File: src/rtl/piano_pkg.sv
`default_nettype none
// ============================================================================
// Package     : piano_pkg
// Description : Shared definitions for the piano keyboard blocks.
//               - Note codes. Code 0 (C_NONE) means that no key is pressed.
//               - LED patterns: one LED per note, all LEDs off for NONE.
//               - note_to_led() decode function.
//               - Tutor state enum.
// Revision    : 1.0 - initial release
// ============================================================================
package piano_pkg;

  localparam int PKG_NOTE_W = 4;
  localparam int PKG_LED_W  = 8;

  localparam logic [PKG_NOTE_W-1:0] C_NONE = 4'd0;
  localparam logic [PKG_NOTE_W-1:0] C_C4   = 4'd1;
  localparam logic [PKG_NOTE_W-1:0] C_D    = 4'd2;
  localparam logic [PKG_NOTE_W-1:0] C_E    = 4'd3;
  localparam logic [PKG_NOTE_W-1:0] C_F    = 4'd4;
  localparam logic [PKG_NOTE_W-1:0] C_G    = 4'd5;
  localparam logic [PKG_NOTE_W-1:0] C_A    = 4'd6;
  localparam logic [PKG_NOTE_W-1:0] C_B    = 4'd7;
  localparam logic [PKG_NOTE_W-1:0] C_C5   = 4'd8;

  localparam logic [PKG_LED_W-1:0] C_LED_OFF = 8'b0000_0000;
  localparam logic [PKG_LED_W-1:0] C_LED_C4  = 8'b0000_0001;
  localparam logic [PKG_LED_W-1:0] C_LED_D   = 8'b0000_0010;
  localparam logic [PKG_LED_W-1:0] C_LED_E   = 8'b0000_0100;
  localparam logic [PKG_LED_W-1:0] C_LED_F   = 8'b0000_1000;
  localparam logic [PKG_LED_W-1:0] C_LED_G   = 8'b0001_0000;
  localparam logic [PKG_LED_W-1:0] C_LED_A   = 8'b0010_0000;
  localparam logic [PKG_LED_W-1:0] C_LED_B   = 8'b0100_0000;
  localparam logic [PKG_LED_W-1:0] C_LED_C5  = 8'b1000_0000;

  typedef enum logic [1:0] {
    ST_IDLE       = 2'd0,
    ST_WAIT_PRESS = 2'd1,
    ST_WAIT_REL   = 2'd2
  } tutor_state_e;

  // Codes outside the eight named notes light nothing.
  function automatic logic [PKG_LED_W-1:0] note_to_led(input logic [PKG_NOTE_W-1:0] n);
    logic [PKG_LED_W-1:0] led;
    case (n)
      C_NONE:  led = C_LED_OFF;
      C_C4:    led = C_LED_C4;
      C_D:     led = C_LED_D;
      C_E:     led = C_LED_E;
      C_F:     led = C_LED_F;
      C_G:     led = C_LED_G;
      C_A:     led = C_LED_A;
      C_B:     led = C_LED_B;
      C_C5:    led = C_LED_C5;
      default: led = C_LED_OFF;
    endcase
    return led;
  endfunction

endpackage
`default_nettype wire

File: src/rtl/song_tutor_if.sv
`default_nettype none
// ============================================================================
// Interface   : song_tutor_if
// Description : Song load port (valid/ready).
//               ld_valid / ld_note / ld_last : loader -> tutor
//               ld_ready                     : tutor -> loader
//               master = loader side, slave = tutor side.
// Revision    : 1.0 - initial release
// ============================================================================
interface song_tutor_if #(
  parameter int NOTE_W = 4
);
  logic              ld_valid;
  logic [NOTE_W-1:0] ld_note;
  logic              ld_last;
  logic              ld_ready;

  modport master (output ld_valid, output ld_note, output ld_last, input  ld_ready);
  modport slave  (input  ld_valid, input  ld_note, input  ld_last, output ld_ready);
endinterface
`default_nettype wire

File: src/rtl/song_mem.sv
`default_nettype none
// ============================================================================
// Module      : song_mem
// Description : MAX_LEN x NOTE_W register file.
//               One synchronous write port (clk, we, waddr, wdata).
//               One asynchronous read port (raddr -> rdata).
//               The contents are never cleared.
// Revision    : 1.0 - initial release
// ============================================================================
module song_mem #(
  parameter int NOTE_W  = 4,
  parameter int MAX_LEN = 64,
  parameter int IDX_W   = $clog2(MAX_LEN)
) (
  input  wire logic              clk,
  input  wire logic              we,
  input  wire logic [IDX_W-1:0]  waddr,
  input  wire logic [NOTE_W-1:0] wdata,
  input  wire logic [IDX_W-1:0]  raddr,
  output      logic [NOTE_W-1:0] rdata
);

  logic [NOTE_W-1:0] mem_q [MAX_LEN];

  always_ff @(posedge clk) begin
    if (we) begin
      mem_q[waddr] <= wdata;
    end
  end

  assign rdata = mem_q[raddr];

endmodule
`default_nettype wire

File: src/rtl/song_tutor.sv
`default_nettype none
// ============================================================================
// Module      : song_tutor
// Description : Play-along trainer. A song is loaded through the ld port while
//               the tutor is idle. During play, Led shows the next expected note.
//               The position advances on a correct press followed by a release.
//               Ports:
//                 CLK, RESET_N        clock, asynchronous active-low reset
//                 ld (slave)          song load port, ready only in IDLE
//                 note                decoded key, 0 = no key
//                 play_start, mode    start/restart; mode[0] lenient,
//                                     mode[1] loop on completion
//                 Led, idx, mistakes  expected-note LEDs, position,
//                                     saturating mistake count
//                 busy, done, error   playing flag, completion pulse,
//                                     wrong-press pulse
// Revision    : 1.0 - initial release
// ============================================================================
module song_tutor
  import piano_pkg::*;
#(
  parameter int NOTE_W  = 4,
  parameter int MAX_LEN = 64,
  parameter int LED_W   = 8,
  parameter int MIST_W  = 8,
  parameter int IDX_W   = $clog2(MAX_LEN)
) (
  input  wire logic              CLK,
  input  wire logic              RESET_N,
  song_tutor_if.slave            ld,
  input  wire logic [NOTE_W-1:0] note,
  input  wire logic              play_start,
  input  wire logic [1:0]        mode,
  output      logic [LED_W-1:0]  Led,
  output      logic [IDX_W-1:0]  idx,
  output      logic [MIST_W-1:0] mistakes,
  output      logic              busy,
  output      logic              done,
  output      logic              error
);

  tutor_state_e      state_q, state_d;
  logic [IDX_W-1:0]  idx_q, idx_d;
  logic [IDX_W-1:0]  wr_ptr_q, wr_ptr_d;
  logic [IDX_W-1:0]  last_q, last_d;        // song length minus one
  logic              len_valid_q, len_valid_d;
  logic [MIST_W-1:0] mist_q, mist_d;
  logic              hit_q, hit_d;
  logic              done_q, done_d;
  logic              err_q, err_d;
  logic [LED_W-1:0]  led_q, led_d;
  logic [NOTE_W-1:0] exp_note;
  logic              load_fire;

  assign ld.ld_ready = (state_q == ST_IDLE);
  assign load_fire   = ld.ld_valid && ld.ld_ready;

  song_mem #(
    .NOTE_W  (NOTE_W),
    .MAX_LEN (MAX_LEN),
    .IDX_W   (IDX_W)
  ) u_song_mem (
    .clk   (CLK),
    .we    (load_fire),
    .waddr (wr_ptr_q),
    .wdata (ld.ld_note),
    .raddr (idx_q),
    .rdata (exp_note)
  );

  always_comb begin
    state_d     = state_q;
    idx_d       = idx_q;
    wr_ptr_d    = wr_ptr_q;
    last_d      = last_q;
    len_valid_d = len_valid_q;
    mist_d      = mist_q;
    hit_d       = hit_q;
    done_d      = 1'b0;
    err_d       = 1'b0;
    led_d       = (state_q != ST_IDLE) ? LED_W'(note_to_led(PKG_NOTE_W'(exp_note))) : '0;

    // Song load. The first beat after a complete song starts a new one.
    // A final beat can re-validate in the same cycle (one-note song).
    if (load_fire) begin
      if (wr_ptr_q == '0 && len_valid_q) begin
        len_valid_d = 1'b0;
      end
      if (ld.ld_last || wr_ptr_q == IDX_W'(MAX_LEN - 1)) begin
        last_d      = wr_ptr_q;
        len_valid_d = 1'b1;
        wr_ptr_d    = '0;
      end else begin
        wr_ptr_d    = wr_ptr_q + 1'b1;
      end
    end

    // An accepted start overrides whatever note is present in that cycle.
    if (play_start && len_valid_q) begin
      state_d = ST_WAIT_PRESS;
      idx_d   = '0;
      mist_d  = '0;
      hit_d   = 1'b0;
    end else begin
      case (state_q)
        ST_WAIT_PRESS: begin
          if (note != '0) begin
            state_d = ST_WAIT_REL;
            // A stored NONE can never match, because note is non-zero here.
            if (note == exp_note) begin
              hit_d = 1'b1;
            end else begin
              hit_d = 1'b0;
              err_d = 1'b1;
              if (mist_q != '1) begin
                mist_d = mist_q + 1'b1;
              end
              if (!mode[0]) begin
                idx_d = '0;
              end
            end
          end
        end
        ST_WAIT_REL: begin
          // A change of the held key is ignored; only the release counts.
          if (note == '0) begin
            state_d = ST_WAIT_PRESS;
            if (hit_q) begin
              if (idx_q == last_q) begin
                done_d = 1'b1;
                idx_d  = '0;
                if (!mode[1]) begin
                  state_d = ST_IDLE;
                end
              end else begin
                idx_d = idx_q + 1'b1;
              end
            end
          end
        end
        default: ;
      endcase
    end
  end

  always_ff @(posedge CLK or negedge RESET_N) begin
    if (!RESET_N) begin
      state_q     <= ST_IDLE;
      idx_q       <= '0;
      wr_ptr_q    <= '0;
      last_q      <= '0;
      len_valid_q <= 1'b0;
      mist_q      <= '0;
      hit_q       <= 1'b0;
      done_q      <= 1'b0;
      err_q       <= 1'b0;
      led_q       <= '0;
    end else begin
      state_q     <= state_d;
      idx_q       <= idx_d;
      wr_ptr_q    <= wr_ptr_d;
      last_q      <= last_d;
      len_valid_q <= len_valid_d;
      mist_q      <= mist_d;
      hit_q       <= hit_d;
      done_q      <= done_d;
      err_q       <= err_d;
      led_q       <= led_d;
    end
  end

  assign Led      = led_q;
  assign idx      = idx_q;
  assign mistakes = mist_q;
  assign busy     = (state_q != ST_IDLE);
  assign done     = done_q;
  assign error    = err_q;

endmodule
`default_nettype wire

File: src/flat_wrapper.sv
// flat-port wrapper written by rule: the top's interface ports become plain ports
module song_tutor_flat import piano_pkg::*;
#(
  parameter int NOTE_W  = 4,
  parameter int MAX_LEN = 64,
  parameter int LED_W   = 8,
  parameter int MIST_W  = 8,
  parameter int IDX_W   = $clog2(MAX_LEN)
)
  (CLK, RESET_N, note, play_start, mode, Led, idx, mistakes, busy, done, error, ld_ld_valid, ld_ld_note, ld_ld_last, ld_ld_ready);
  song_tutor_if #(.NOTE_W(NOTE_W)) ld_i ();
  input  wire logic CLK;
  input  wire logic RESET_N;
  input  wire logic [NOTE_W-1:0] note;
  input  wire logic play_start;
  input  wire logic [1:0] mode;
  output      logic [LED_W-1:0] Led;
  output      logic [IDX_W-1:0] idx;
  output      logic [MIST_W-1:0] mistakes;
  output      logic busy;
  output      logic done;
  output      logic error;
  input wire logic [$bits(ld_i.ld_valid)-1:0] ld_ld_valid;
  input wire logic [$bits(ld_i.ld_note)-1:0] ld_ld_note;
  input wire logic [$bits(ld_i.ld_last)-1:0] ld_ld_last;
  output wire logic [$bits(ld_i.ld_ready)-1:0] ld_ld_ready;
  assign ld_i.ld_valid = ld_ld_valid;
  assign ld_i.ld_note = ld_ld_note;
  assign ld_i.ld_last = ld_ld_last;
  assign ld_ld_ready = ld_i.ld_ready;
  song_tutor #(.NOTE_W(NOTE_W), .MAX_LEN(MAX_LEN), .LED_W(LED_W), .MIST_W(MIST_W), .IDX_W(IDX_W)) u_core (.CLK(CLK), .RESET_N(RESET_N), .ld(ld_i), .note(note), .play_start(play_start), .mode(mode), .Led(Led), .idx(idx), .mistakes(mistakes), .busy(busy), .done(done), .error(error));
endmodule
File: config.mk
export PLATFORM = sky130hd
export DESIGN_NAME = song_tutor_flat
export DESIGN_NICKNAME = d
export VERILOG_FILES = /design/src/rtl/piano_pkg.sv /design/src/rtl/song_tutor_if.sv /design/src/rtl/song_mem.sv /design/src/rtl/song_tutor.sv /design/src/flat_wrapper.sv
export SDC_FILE = /design/constraint.sdc
export NUM_CORES = 1
export LEC_CHECK = 0
export CAP_MARGIN = 20
export CORE_UTILIZATION = 55
export CTS_BUF_LIST = sky130_fd_sc_hd__clkbuf_16
export CTS_CLUSTER_DIAMETER = 30
export DETAILED_ROUTE_END_ITERATION = 12
export PLACE_DENSITY = 0.79
export SETUP_SLACK_MARGIN = 0.1
export SYNTH_ARGS = -nofsm -noshare
export SYNTH_HDL_FRONTEND = slang
export SYNTH_SLANG_ARGS = --single-unit
File: constraint.sdc
create_clock -name CLK -period 3.3 [get_ports CLK]
set_clock_uncertainty 0.15 [all_clocks]
set_input_delay 0.66 -clock CLK [delete_from_list [all_inputs] [get_ports CLK]]
set_output_delay 0.66 -clock CLK [all_outputs]
set_load 0.005 [all_outputs]
==> results.cfg, run 1 <==
[run_status]
run_status = finished with violations
violations = negative setup slack

[finish]
fill_cells = 1228
final_cells = 1177
post-route-util = 0.713
final_nets = 880
multi_input_area_um2 = 3490
diodes = 0
final_area_um2 = 15600
drive_gt1_frac = 0.329
seqCellArea_um2 = 8690
syn_to_final_growth_pct = 27.3

[clock_network]
root_buffer = clkbuf_16
cts_buffers = 48
path_clk_slew_ns = 0.06
clockBufferDepth = 3
cts_tree = done
clock_latency_ns = 0.55
cts_sinks = 296
ctsHtreeMaxLevel = 2
postCtsHoldBufs = 0

[timing]
worstMarginPinSlew_ns = 1.11
period_minus_slack_ns = 3.55
finalSetupTns_ns = -2.89
maxSlewViolCount = 0
setup_slack_ns = -0.252
grt_setup_unrepaired = true
setup_violations = 16
maxSlewHeadroom = 0.261
period_share = 1.08
finalHoldViolCount = 0
fmax_mhz = 282

[global_route]
grt_max_degree = 65
grt-ovfl-total = 0
grt_use_total = 0.280
first_global_vias = 7767
grt_first_pass_wirelength_um = 45900
antenna_found_initial = 0

[drt]
drtPass1Iterations = 5
wl_um = 30800
wl_met2_um = 15200
dr.max_layer_used = met4
drt_iter0_markers = 765
wire_per_inst_um = 26.2
viasPerCell = 6.44
drc = 0
dr_wl_met3_um = 3140
drtAntennaViolNets = 0
num_vias = 7578
m1WireLength_um = 11300

[yosys]
synth.area.top_cells = edfxtp_1 63%, mux4_2 12%, dfrtp_1 8.2%
synth_top_cell_by_area = edfxtp_1
synthMuxAreaShare = 0.137
synthFlopType = edfxtp_1
synth_cell_types = 57
synth_top_area_frac = 0.629
synth_fa_ha_area_frac = 0.00717
synth_top_family_by_area = multiplexers
synth_edf_count = 256
seq_area_frac_synth = 0.711
synth_nets = 735
synth_compound_area_frac = 0.0404
synthesis.area_um2 = 12200
netlist_instances = 713
synth.avg_cell_area_um2 = 17.1
synthXorXnorAreaFrac = 0.00860
synth_common_cells = 256 x edfxtp_1, 87 x nor2_1, 63 x mux4_2
yosysWarnings = 0
post-synth-top-count-cell = edfxtp_1
synth-simple-area-share = 0.0752
ys_seq_elements = 296
synth-async-reset-ratio = 0.135

[critical_path]
critical_path_class = reg2reg
worstPathRequired_ns = 3.56
crit_family = multiplexers
worst_ep_arrival_time_ns = 3.81
r2r-end = u_core.mistakes[4]
rr_startpoint = u_core.idx[0]
reg2reg_slack_ns = -0.25
path_max_fanout = 10
crit_chain = buf_12 > buf_8 > mux4_2 > mux4_2 > nor3_2 > a211oi_2 > xor2_1 > nor4_4 > buf_12 > buf_6 > nor4_2 > o21a_1
cp-start-kind = flop
cp.depth = 12
cpMaxStageDelayCell = dfrtp_4
critical_path.endpoint = u_core.mistakes[4]
worst-path-buf-inv = 4
critical_path.max_stage_delay_ns = 0.54
cp-startpoint = u_core.idx[0]
endpoint_kind = flop
reg2regPathDepth = 12

[run]
drv_cap = 0

[floorplan]
start_util = 0.560
rows = 54
die_h_um = 151
fp.dieW_um = 151
core_area_um2 = 21800
io_pins = 41
die-area_um2 = 22800

[placed_design]
gp_congestion = 0.926
post-place-cells = 1066
dp_hpwl_um = 18000
dpl_cell_area_um2 = 13300
io_buffers = 40

[pwr]
p_leak_nw = 5.35
ir_drop_v = 0.000585
power_density_nw_per_um2 = 782

[worst_hold_path]
hp-class = in2async
cell type report:
class | instances | share of cell area
tap | 280 | 0.0225
clock inverter | 39 | 0.0302
inverter | 13 | 0.00314
timing repair buffer | 128 | 0.0806
clock buffer | 50 | 0.0804
sequential | 296 | 0.559
multi-input combinational | 371 | 0.224
layer usage:
metal	up-vias	global-route usage
met1	3807	0.358
met2	531	0.453
met4	0	0.136
li1	3133	-
met5	-	0
met3	107	0.0681
power breakdown:
group / switching [mW] / leakage (nW) / internal, mW
clock: 1.86 / 0.847 / 3.43
sequential: 0.157 / 2.84 / 4.21
combinational: 1.23 / 1.66 / 1.29
how the worst min path moves through the flow:
| stage | from | end | slack (ns) | depth (start not counted) |
|---|---|---|---|---|
| global placement | u_core.len_valid_q | u_core.len_valid_q | 0.34 | 1 |
| global route | RESET_N | u_core.Led[0] | 0.19 | 1 |
| CTS | RESET_N | u_core.Led[0] | 0.13 | 1 |
| detailed placement | u_core.len_valid_q | u_core.len_valid_q | 0.35 | 1 |
| floorplan | RESET_N | u_core.Led[0] | 0.21 | 0 |
| finish | RESET_N | u_core.Led[0] | 0.11 | 1 |
placed cells by master, fill, tap and decap left out, types with 5 or more instances in the layout:
cell type        instances
buf_4                   67
nand3_1                  9
inv_6                    7
dfrtp_1                 38
a21oi_2                  5
ha_1                     7
nor2_1                  87
buf_6                    8
clkinv_1                 6
nand2_1                 43
nand2b_1                 6
o21ai_0                  7
buf_2                    5
buf_12                   8
or3_1                    5
nor3_1                   9
a22oi_2                  5
a21oi_1                  9
xor2_1                   8
clkdlybuf4s50_1         35
a31oi_1                 10
o21ai_1                  6
bufinv_16                8
inv_1                   13
mux2i_1                  8
mux2_2                   8
mux4_2                  66
a22oi_1                  8
edfxtp_1               256
clkbuf_16               50
clkinv_2                 5
logic make-up after synthesis:
logic type	count (synthesis)
fa+ha+maj	7
compound gates	71
mux	83
buf+inv	46
simple gates	198
flops	296
xor+xnor	12
sequential cells by signal, indices dropped and copies added, names as in the netlist:
register                 flops
u_core.Led                   8
u_core.u_song_mem.mem_q    256
u_core.done                  1
u_core.state_q               2
u_core.hit_q                 1
u_core.len_valid_q           1
u_core.wr_ptr_q              6
u_core.last_q                6
u_core.error                 1
u_core.idx                   6
u_core.mistakes              8
per-stage QoR:
step | power [mW] | hold WS (ns) | worst slack (ns)
after floorplan | 5.74 | 0.214 | 0.101
after global placement | 6.38 | 0.338 | -0.294
after detailed placement | 6.45 | 0.346 | -0.287
after CTS | 12.0 | 0.132 | -0.204
after global routing | 12.5 | 0.189 | -0.344
final | 12.2 | 0.106 | -0.252
repair_timing:
action | in CTS | in global routing
endpoints found under the setup margin | 16 | 18
setup buffers | 15 | 2
pin swaps | 17 | 9
gates cloned | 3 | 0
gates resized for setup | 28 | 26
Note: power is estimated with default switching activity, not from simulation.
==> inputs of run 2 (changes only) <==
Settings changed: ABC_AREA set to 0, CORE_UTILIZATION 55 to 30, PLACE_DENSITY 0.79 to 0.49.
==> results.cfg, run 2 (same netlist as run 1, synthesis figures left out) <==
[run_status]
run_status = finished with violations
violations = negative setup slack

[pwr]
power_frac_seq = 0.345
swShare = 0.266
p_clk_frac = 0.466
power_density_nw_per_um2 = 778
p_switching_mw = 3.35
power_mw = 12.6
p_leak_nw = 5.55
pwr-share-comb = 0.189
cellInternalPower_mw = 9.26
ir_drop_v = 0.000369

[floorplan]
die_h_um = 204
rows = 73
start_util = 0.306
die-area_um2 = 41600
core_area_um2 = 39900
fp.dieW_um = 204
io_pins = 41

[global_route]
antenna_found_initial = 0
grt_first_pass_wirelength_um = 45900
first_global_vias = 7271
grt-ovfl-total = 0
grt_max_degree = 65
grt_use_total = 0.149

[placed_design]
dp_hpwl_um = 20000
gp_congestion = 0.803
io_buffers = 40
post-place-cells = 1336
place_ws_ns = -0.303

[finish]
syn_to_final_growth_pct = 32.5
final_cells = 1461
seqCellArea_um2 = 8690
diodes = 0
multi_input_area_um2 = 3460
drive_gt1_frac = 0.346
final_nets = 906
fill_cells = 3603
final_cell_mix = 256 x edfxtp_1, 85 x nor2_1, 84 x buf_4, 65 x mux4_2, 64 x clkbuf_16
top_register = u_core.u_song_mem.mem_q
post-route-util = 0.406
layout_commonest_cell = edfxtp_1
largest_reg_flops = 256

[critical_path]
reg2reg_slack_ns = -0.25
endpoint_kind = flop
cpMaxStageDelayCell = dfrtp_4
cp-start-kind = flop
rr_startpoint = u_core.idx[0]
critical_path_class = reg2reg
crit_chain = buf_12 > buf_4 > mux4_2 > mux4_2 > nor2_2 > a31oi_2 > a31oi_4 > xnor2_2 > nor4_4 > buf_12 > or4_1 > a21oi_2
r2r-end = u_core.mistakes[6]
path_max_fanout = 10
worst_ep_arrival_time_ns = 3.90
critical_path.max_stage_delay_ns = 0.53
reg2regPathDepth = 12
worstPathRequired_ns = 3.65

[drt]
drc = 0
drtAntennaViolNets = 0
drt_iter0_markers = 445
wl_um = 30300
wire_per_inst_um = 20.7
viasPerCell = 4.83
drtPass1Iterations = 5
num_vias = 7058

[timing]
maxSlewHeadroom = 0.366
period_minus_slack_ns = 3.55
finalHoldViolCount = 0
maxSlewViolCount = 0
worstMarginPinSlew_ns = 0.951
period_share = 1.07
fmax_mhz = 282
finalSetupTns_ns = -2.17
grt_setup_unrepaired = true
setup_slack_ns = -0.246
setup_violations = 15

[clock_network]
cts_buffers = 61
ctsHtreeMaxLevel = 2
clockBufferDepth = 3
clock_latency_ns = 0.58
cts_sinks = 296
postCtsHoldBufs = 0
path_clk_slew_ns = 0.05
root_buffer = clkbuf_16
cts_tree = done

[worst_hold_path]
hp-class = in2async

[run]
drv_cap = 0
## run 2: changes by cell type in the layout (fill, tap and decap cells not counted), moves of 4 or more
cell        change
buf_4          +17
clkbuf_16      +14
clkinv_4        +6
inv_6           +6
buf_16          -4
bufinv_16       -4
clkinvlp_4      +4
inv_1           +4
## run 2: worst max-delay path, delay by kind of cell (launching register included)
| kind | cells | cell delay, ns |
|---|---|---|
| buffers and inverters | 3 | 0.42 |
| XOR/XNOR | 1 | 0.16 |
| AO/OA/AOI/OAI | 3 | 0.46 |
| AND/OR/NAND/NOR | 3 | 0.75 |
| flip-flops | 1 | 0.53 |
| multiplexers | 2 | 1.01 |
## run 2: metal layers
metal | vias to the layer above | track usage | share of wire
li1 | 3195 | - | -
met1 | 3598 | 0.210 | 0.46
met2 | 209 | 0.231 | 0.46
met3 | 56 | 0.0300 | 0.057
met4 | 0 | 0.0424 | 0.019
met5 | - | 0 | 0
## run 2: layout make-up
type | instances | area share
clock buffers | 63 | 0.0973
clock inverters | 52 | 0.0279
inverters | 13 | 0.00301
multi-input cells | 371 | 0.214
flip-flops and latches | 296 | 0.537
well taps | 525 | 0.0406
repair buffers | 141 | 0.0810
## run 2: worst max path at each step
stage                               to           from
finish              u_core.mistakes[6]  u_core.idx[0]
global route        u_core.mistakes[0]  u_core.idx[0]
CTS                 u_core.mistakes[6]  u_core.idx[0]
detailed placement       u_core.idx[0]  u_core.idx[0]
global placement    u_core.mistakes[7]  u_core.idx[0]
floorplan           u_core.mistakes[1]  u_core.idx[0]
## run 2: power groups by stage
| stage | clock network, mW | registers [mW] | logic [mW] |
|---|---|---|---|
| floorplan | 0 | 4.34 | 1.39 |
| CTS | 5.98 | 4.35 | 2.29 |
| global placement | 0 | 4.41 | 2.11 |
| finish | 5.87 | 4.35 | 2.38 |
| global route | 6.14 | 4.37 | 2.58 |
| detailed placement | 0 | 4.41 | 2.12 |
## run 2: per-stage QoR
stage	instance area (um^2)	hold slack (ns)
after detailed placement	13900	0.347
after CTS	16000	0.109
after global placement	13900	0.335
final	16200	0.0882
after global routing	16200	0.147
after floorplan	12200	0.214
## run 2: timing repair
action,in CTS,in global routing
pin swaps,2,15
setup buffers,7,1
cloned,1,1
resized for setup,13,30
endpoints found under the setup margin,15,19
==> RTL change 1, RTL diff (config.mk and constraints of run 2) <==
The 3 states of `tutor_state_e` get a one-hot encoding in 3 bits.
--- a/src/rtl/piano_pkg.sv
+++ b/src/rtl/piano_pkg.sv
@@ -34,8 +34,8 @@
   localparam logic [PKG_LED_W-1:0] C_LED_C5  = 8'b1000_0000;
 
-  typedef enum logic [1:0] {
-    ST_IDLE       = 2'd0,
-    ST_WAIT_PRESS = 2'd1,
-    ST_WAIT_REL   = 2'd2
+  typedef enum logic [2:0] {
+    ST_IDLE       = 3'b001,
+    ST_WAIT_PRESS = 3'b010,
+    ST_WAIT_REL   = 3'b100
   } tutor_state_e;
 
Function: no difference found for any inputs over 4 cycles, from zero or initial values and one cycle with RESET_N low; so few cycles prove little.
==> RTL change 1 against run 2 <==
  * Worst setup slack improved by 0.057 ns
  * Area after synthesis rose by 2.2%
  * Die area rose by 2.2%
  * The flow still finishes with violations (negative setup slack)
  * Utilization rose by 0.31 points
  * Sequential cell count rose by 1
  * Wire length rose by 6.5%
  * Fmax rose by 1.6%
  * Non-clock buffer count rose by 7
  * Final area rose by 3.3%
  * Synthesized cell count rose by 7.3%
  * Global-route usage rose by 0.89 points
Power is not compared: it rests on default switching activity, and its combinational part moved more than twofold at a synthesized area within 25%.
==> RTL change 1: results (changes against run 2) <==
Run status
  – Outcome: finished with violations
  – Failing checks: negative setup slack

Power
  – Gate power share: 0.9%
  – Switching Power: 2.131 mW
  – Worst VDD drop: 391.7 uV

Placement
  – DP Wirelength: 21700 um (+8.6%)
  – IO Port Bufs: 40 (unchanged)
  – Placer Congestion: 0.8522 (+6.1%)
  – Dpl cells: 1395 (+4.4%)

STA
  – Final setup vio count: 13 (-2)
  – Post-route setup slack: -0.1885 ns (+0.05741 ns)
  – Worst-margin pin slew: 0.7030 ns (-0.2476 ns)

Global route
  – Initial antenna violation count: 0 (unchanged)
  – Largest net degree at the start of global routing: 38 (-42%)
  – Vias in the first global route: 7839 (+7.8%)
  – First-pass GRT wire length: 48290 um (+5.2%)
  – Tot GR Track Use: 15.74% (+0.89 points)

Layout
  – Footprint of the multi-input gates: 3606 sq um (+4.3%)
  – Non-filler cells, final: 1531 (+4.8%)
  – FF+latch area: 8722 sq um (+0.33%)
  – Non-clock buffer share: 8.457% (+0.36 points)
  – Layout cell share with drive strength beyond 1: 32.13% (-2.5 points)
  – Multi-input gates: 420 (+13%)
  – Invs w/o clock: 11 (-2)
  – Nets@finish: 966 (+6.6%)
  – ANT cells: 0 (unchanged)
  – Signal buffers: 148 (+5.0%)
  – Fill count: 3779 (+4.9%)
  – Biggest register: u_core.u_song_mem.mem_q
  – Clk cell area share: 13.64% (+1.1 points)

Clock network
  – Total clock buffers created by CTS: 69 (+13%)
  – Root Buffer Master: clkbuf_16
  – H-tree depth: 3 (+1)
  – Clock Latency Late Sink: 0.56 ns (-0.02 ns)

Yosys
  – Post-Syn Nets: 784 (+6.7%)
  – FFs w/ async S/R, synth: 13.80% (+0.29 points)
  – Synth warn: 0 (unchanged)
  – Most frequent cells after synthesis: edfxtp_1 (256), nor2_1 (100), nand2_1 (54)
  – Sequential area share after synthesis: 69.77% (-1.3 points)
  – Seq cells post-synth: 297 (+0.34%)
  – Synth area leaders: edfxtp_1 (62%), dfrtp_1 (8.0%), mux4_2 (7.9%), nor2_1 (3.0%), mux4_1 (1.9%)
  – Unique masters post-synth: 68 (+19%)
  – Avg Cell Area, Syn: 16.33 sq um (-4.7%)

Drt
  – Via density: 4.895 (+1.3%)
  – DR iter-0 viols: 548 (+23%)
  – Detailed Route WL: 32250 um (+6.5%)

Worst setup path
  – Worst Path Max Fanout: 7 (-3)
  – Top delay family on crit path: multiplexers
  – Worst EP arrival: 3.77 ns (-0.13 ns)
  – Slowest cell on crit path: or4_4
  – Slowest stage delay, CP: 0.55 ns (+0.02 ns)
-- RTL change 1: cell count changes after synthesis, sizes merged, moves of 6 or more --
cell / before / now
nand2: 45 / 54
mux2i: 9 / 21
a22o: 0 / 10
nand3: 10 / 16
mux4: 66 / 53
nor2: 87 / 100
-- RTL change 1: layer usage --
layer  vias up  wire length (um)  GRT usage, %
met4         0               901         6.355
met3        62              1716         3.658
li1       3389                 -             -
met2       225             15160         24.86
met5         -                 0             0
met1      3819             14470         20.83
-- RTL change 1: logic make-up (layout without fill, tap and decap cells) --
logic type / Yosys count / after routing / synth area share [%]
mux: 87 / 87 / 12.68
flops: 297 / 297 / 69.77
xor+xnor: 10 / 10 / 0.7012
simple gates: 232 / 232 / 8.505
buf+inv: 48 / 282 / 2.785
fa+ha+maj: 4 / 4 / 0.4007
compound gates: 87 / 87 / 5.159
-- RTL change 1: what timing repair did --
item                                    4_1_cts  5_1_grt
endpoints found under the setup margin       16       16
gates resized for setup                      27       11
endpoints found under the hold margin         0        0
buffers inserted                              9        2
cloned                                        2        0
pin swaps                                    11        6
-- RTL change 1: power by group through the flow --
| stage | registers, mW | clock network, mW | logic, mW |
|---|---|---|---|
| 3_5_place_dp | 4.16 | 0 | 0.102 |
| 5_1_grt | 4.09 | 6.93 | 0.112 |
| 4_1_cts | 4.09 | 6.72 | 0.104 |
| 3_3_place_gp | 4.16 | 0 | 0.101 |
| 6_report | 4.09 | 6.61 | 0.101 |
| 2_1_floorplan | 4.16 | 0 | 0.00826 |
-- RTL change 1: metrics by stage --
step | worst slack [ns] | utilization, % | instance area [sq um] | TNS (ns) | hold slack [ns]
2_1_floorplan | -0.02669 | - | 12530 | -0.02669 | 0.2144
6_report | -0.1885 | 40.89 | 16730 | -1.223 | 0.0005063
3_5_place_dp | -0.3400 | 34.43 | 14090 | -3.482 | 0.3599
4_1_cts | -0.1584 | 40.71 | 16660 | -1.167 | 0.01497
3_3_place_gp | -0.2792 | 34.43 | 14090 | -2.817 | 0.3555
5_1_grt | -0.2494 | 40.89 | 16730 | -2.494 | 0.04364
-- RTL change 1: final timing paths --
check	start	end	slack, ns	depth (start not counted)
max in group asynchronous	RESET_N	u_core.last_q[1]$_DFFE_PN0P_	2.35	2
min	RESET_N	u_core.Led[2]$_DFF_PN0_	0.0005	1
min in group CLK	ld_ld_note[0]	u_core.u_song_mem.mem_q[56][0]$_DFFE_PP_	0.34	1
max reg2reg	u_core.idx[0]$_DFFE_PN0P_	u_core.idx[0]$_DFFE_PN0P_	-0.19	11
max	u_core.idx[0]$_DFFE_PN0P_	u_core.idx[0]$_DFFE_PN0P_	-0.19	11
min reg2reg	u_core.len_valid_q$_DFFE_PN0P_	u_core.len_valid_q$_DFFE_PN0P_	0.36	1
==> RTL change 2, RTL diff (settings of run 2) <==
Without the edit above. `MAX_LEN` is set to 64 in 3 places; all go to 128.
--- a/src/rtl/song_mem.sv
+++ b/src/rtl/song_mem.sv
@@ -10,5 +10,5 @@
 module song_mem #(
   parameter int NOTE_W  = 4,
-  parameter int MAX_LEN = 64,
+  parameter int MAX_LEN = 128,
   parameter int IDX_W   = $clog2(MAX_LEN)
 ) (
--- a/src/rtl/song_tutor.sv
+++ b/src/rtl/song_tutor.sv
@@ -21,5 +21,5 @@
 #(
   parameter int NOTE_W  = 4,
-  parameter int MAX_LEN = 64,
+  parameter int MAX_LEN = 128,
   parameter int LED_W   = 8,
   parameter int MIST_W  = 8,
--- a/src/flat_wrapper.sv
+++ b/src/flat_wrapper.sv
@@ -3,5 +3,5 @@
 #(
   parameter int NOTE_W  = 4,
-  parameter int MAX_LEN = 64,
+  parameter int MAX_LEN = 128,
   parameter int LED_W   = 8,
   parameter int MIST_W  = 8,
Interface: changed (resized idx); port bits go from 41 to 42. The function was not compared with the original's and may differ.
==> RTL change 2 against run 2 <==
  * The flow still finishes with violations (negative setup slack)
  * Count of clock-buffer cells in the layout increased by 48
  * Final area increased by 81%
  * Area after synthesis increased by 84%
  * Fmax decreased by 4.5%
  * Sequential cell count increased by 259
  * Power increased by 80%
  * Worst setup slack got worse by 0.17 ns
  * Wire length increased by 92%
==> RTL change 2: results (changes against run 2) <==
Power
  – Worst VDD drop: 449.1 uV (+22%)
  – Internal power: 17.10 mW (+85%)
  – Leakage: 9.588 nW (+73%)

Clock network
  – H-tree depth: 3 (+1)
  – Longest Clk Path Bufs: 3 (unchanged)
  – Total clock buffers created by CTS: 111 (+82%)
  – Clock Latency Late Sink: 0.66 ns (+0.08 ns)
  – Clock slew at reported path FFs: 0.05 ns (about the same)
  – Root Buffer Master: clkbuf_16

Layout
  – Max reg flops: 512 (+100%)
  – Nets@finish: 1505 (+66%)
  – Biggest register: u_core.u_song_mem.mem_q
  – ANT cells: 0 (unchanged)
  – Layout cell share with drive strength beyond 1: 30.29% (-4.3 points)
  – Fill count: 6752 (+87%)

Run status
  – Failing checks: negative setup slack
  – Outcome: finished with violations

Drt
  – DR iter-0 viols: 969 (+120%)
  – First-pass detailed-route iteration total: 5 (unchanged)
  – Routed len/inst: 22.79 um (+10%)
  – Via density: 4.932 (+2.1%)
  – Detailed Route WL: 58040 um (+92%)

Yosys
  – Unique masters post-synth: 53 (-7.0%)
  – Most frequent cells after synthesis: edfxtp_1 (512), nor2_1 (153), mux4_2 (98)
  – Post-synth EDFFs: 512 (+100%)
  – Sequential area share after synthesis: 73.02% (+1.9 points)
  – FFs w/ async S/R, synth: 7.748% (-5.8 points)
  – Synth warn: 0 (unchanged)
  – Synth area leaders: edfxtp_1 (68%), mux4_2 (9.8%), dfrtp_1 (4.8%), mux2i_1 (2.9%), nor2_1 (2.5%)
  – Post-Synthesis Cells: 1269 (+78%)
  – Leading area contributor after synthesis: edfxtp_1

STA
  – Post-route setup slack: -0.4128 ns (-0.1670 ns)
  – Worst rel slew slack: 54.55% (+18 points)
  – Final setup vio count: 17 (+2)

Min path
  – Hold EP: u_core.u_song_mem.mem_q[56][1]$_DFFE_PP_
  – Hold Path Class: in2reg
  – Hold depth: 1
  – Worst min-delay path startpoint: ld_ld_note[1]

Global route
  – Vias in the first global route: 13190 (+81%)
  – Largest net degree at the start of global routing: 65 (unchanged)
  – Initial antenna violation count: 0 (unchanged)
  – First-pass GRT wire length: 86350 um (+88%)
  – Tot GR Track Use: 15.30% (+0.45 points)

Worst setup path
  – Worst setup path endpoint: u_core.mistakes[2]$_DFFE_PN0P_
  – Critical path startpoint: u_core.idx[0]$_DFFE_PN0P_
  – Reg2Reg Depth: 14 (+2)
  – Worst EP arrival: 4.10 ns (+0.20 ns)
  – Worst Path Max Fanout: 8 (-2)
  – Worst reg2reg path startpoint: u_core.idx[0]$_DFFE_PN0P_

Placement
  – Dpl cells: 2325 (+74%)
  – IO Port Bufs: 41 (+2.5%)
  – DP Wirelength: 36190 um (+81%)
  – Placer Congestion: 0.8124 (+1.2%)
  – Post-placement setup slack: -0.6242 ns (-0.3212 ns)
## RTL change 2: cell types whose count changed after synthesis, moves of 10 or more
cell / before / now
mux2_2: 8 / 31
a221o_1: 0 / 22
o221ai_1: 0 / 27
clkbuf_1: 16 / 39
nor2_1: 87 / 153
a22oi_1: 13 / 0
nand3_1: 10 / 28
mux4_2: 63 / 98
mux2i_1: 9 / 65
buf_4: 4 / 14
nand2_1: 45 / 55
edfxtp_1: 256 / 512
## RTL change 2: area by class of cell
type / instances / area (sq um) / share of cell area (%)
flip-flops and latches: 555 / 16460 / 56.08
multi-input cells: 628 / 5826 / 19.85
clock buffers: 111 / 2778 / 9.464
repair buffers: 173 / 1872 / 6.378
well taps: 969 / 1212 / 4.131
clock inverters: 97 / 1151 / 3.922
inverters: 14 / 52.55 / 0.1791
## RTL change 2: worst max-delay path, cell delays in order (launching register included)
cell     delay [ns]
dfrtp_4        0.45
buf_12         0.15
buf_16         0.15
mux4_2         0.55
mux2_4         0.28
a221o_1        0.31
nand4_1        0.18
nand4_1        0.16
xor2_1         0.17
buf_4          0.14
nor4_4         0.35
buf_12         0.18
buf_8          0.11
nor4_2         0.04
o21a_1         0.20
## RTL change 2: timing repair
| action | 4_1_cts | 5_1_grt |
|---|---|---|
| cloned | 5 | 0 |
| hold buffers | 1 | 0 |
| setup endpoints to repair | 21 | 22 |
| setup buffers | 9 | 0 |
| endpoints found under the hold margin | 28 | 0 |
| pin swaps | 22 | 2 |
| gates resized for setup | 37 | 12 |
## RTL change 2: cell families (layout without fill, tap and decap cells)
family	count (synthesis)	after routing	share of synthesized area, %
flops	555	555	73.02
simple gates	298	298	5.920
mux	194	194	14.23
compound gates	116	116	4.026
buf+inv	86	395	1.910
xor+xnor	13	13	0.5054
fa+ha+maj	7	7	0.3887
## RTL change 2: power groups by stage
stage                     clock [mW]  combinational [mW]  sequential (mW)
after CTS                       11.6                3.20             7.96
after global routing            12.0                3.42             7.97
final                           11.5                3.20             7.96
after global placement             0                2.82             8.09
after detailed placement           0                2.82             8.09
after floorplan                    0                1.80             8.02
## RTL change 2: layer usage
| metal | track usage [%] | vias to the layer above | routed length [um] |
|---|---|---|---|
| met2 | 24.38 | 376 | 27440 |
| met3 | 2.670 | 90 | 2967 |
| met5 | 0 | - | 0 |
| met4 | 6.346 | 0 | 1609 |
| met1 | 20.68 | 6524 | 26020 |
| li1 | - | 5572 | - |
## RTL change 2: stage by stage
step                      hold WS (ns)  util, %  setup TNS, ns  instance area, sq um
after floorplan                 0.2144        -              0                 22560
after global placement          0.3650    33.59         -8.699                 24970
after detailed placement        0.3695    33.59         -8.795                 24970
after CTS                       0.3123    39.43         -4.788                 29300
after global routing            0.3437    39.49         -7.272                 29350
final                           0.3464    39.49         -5.385                 29350
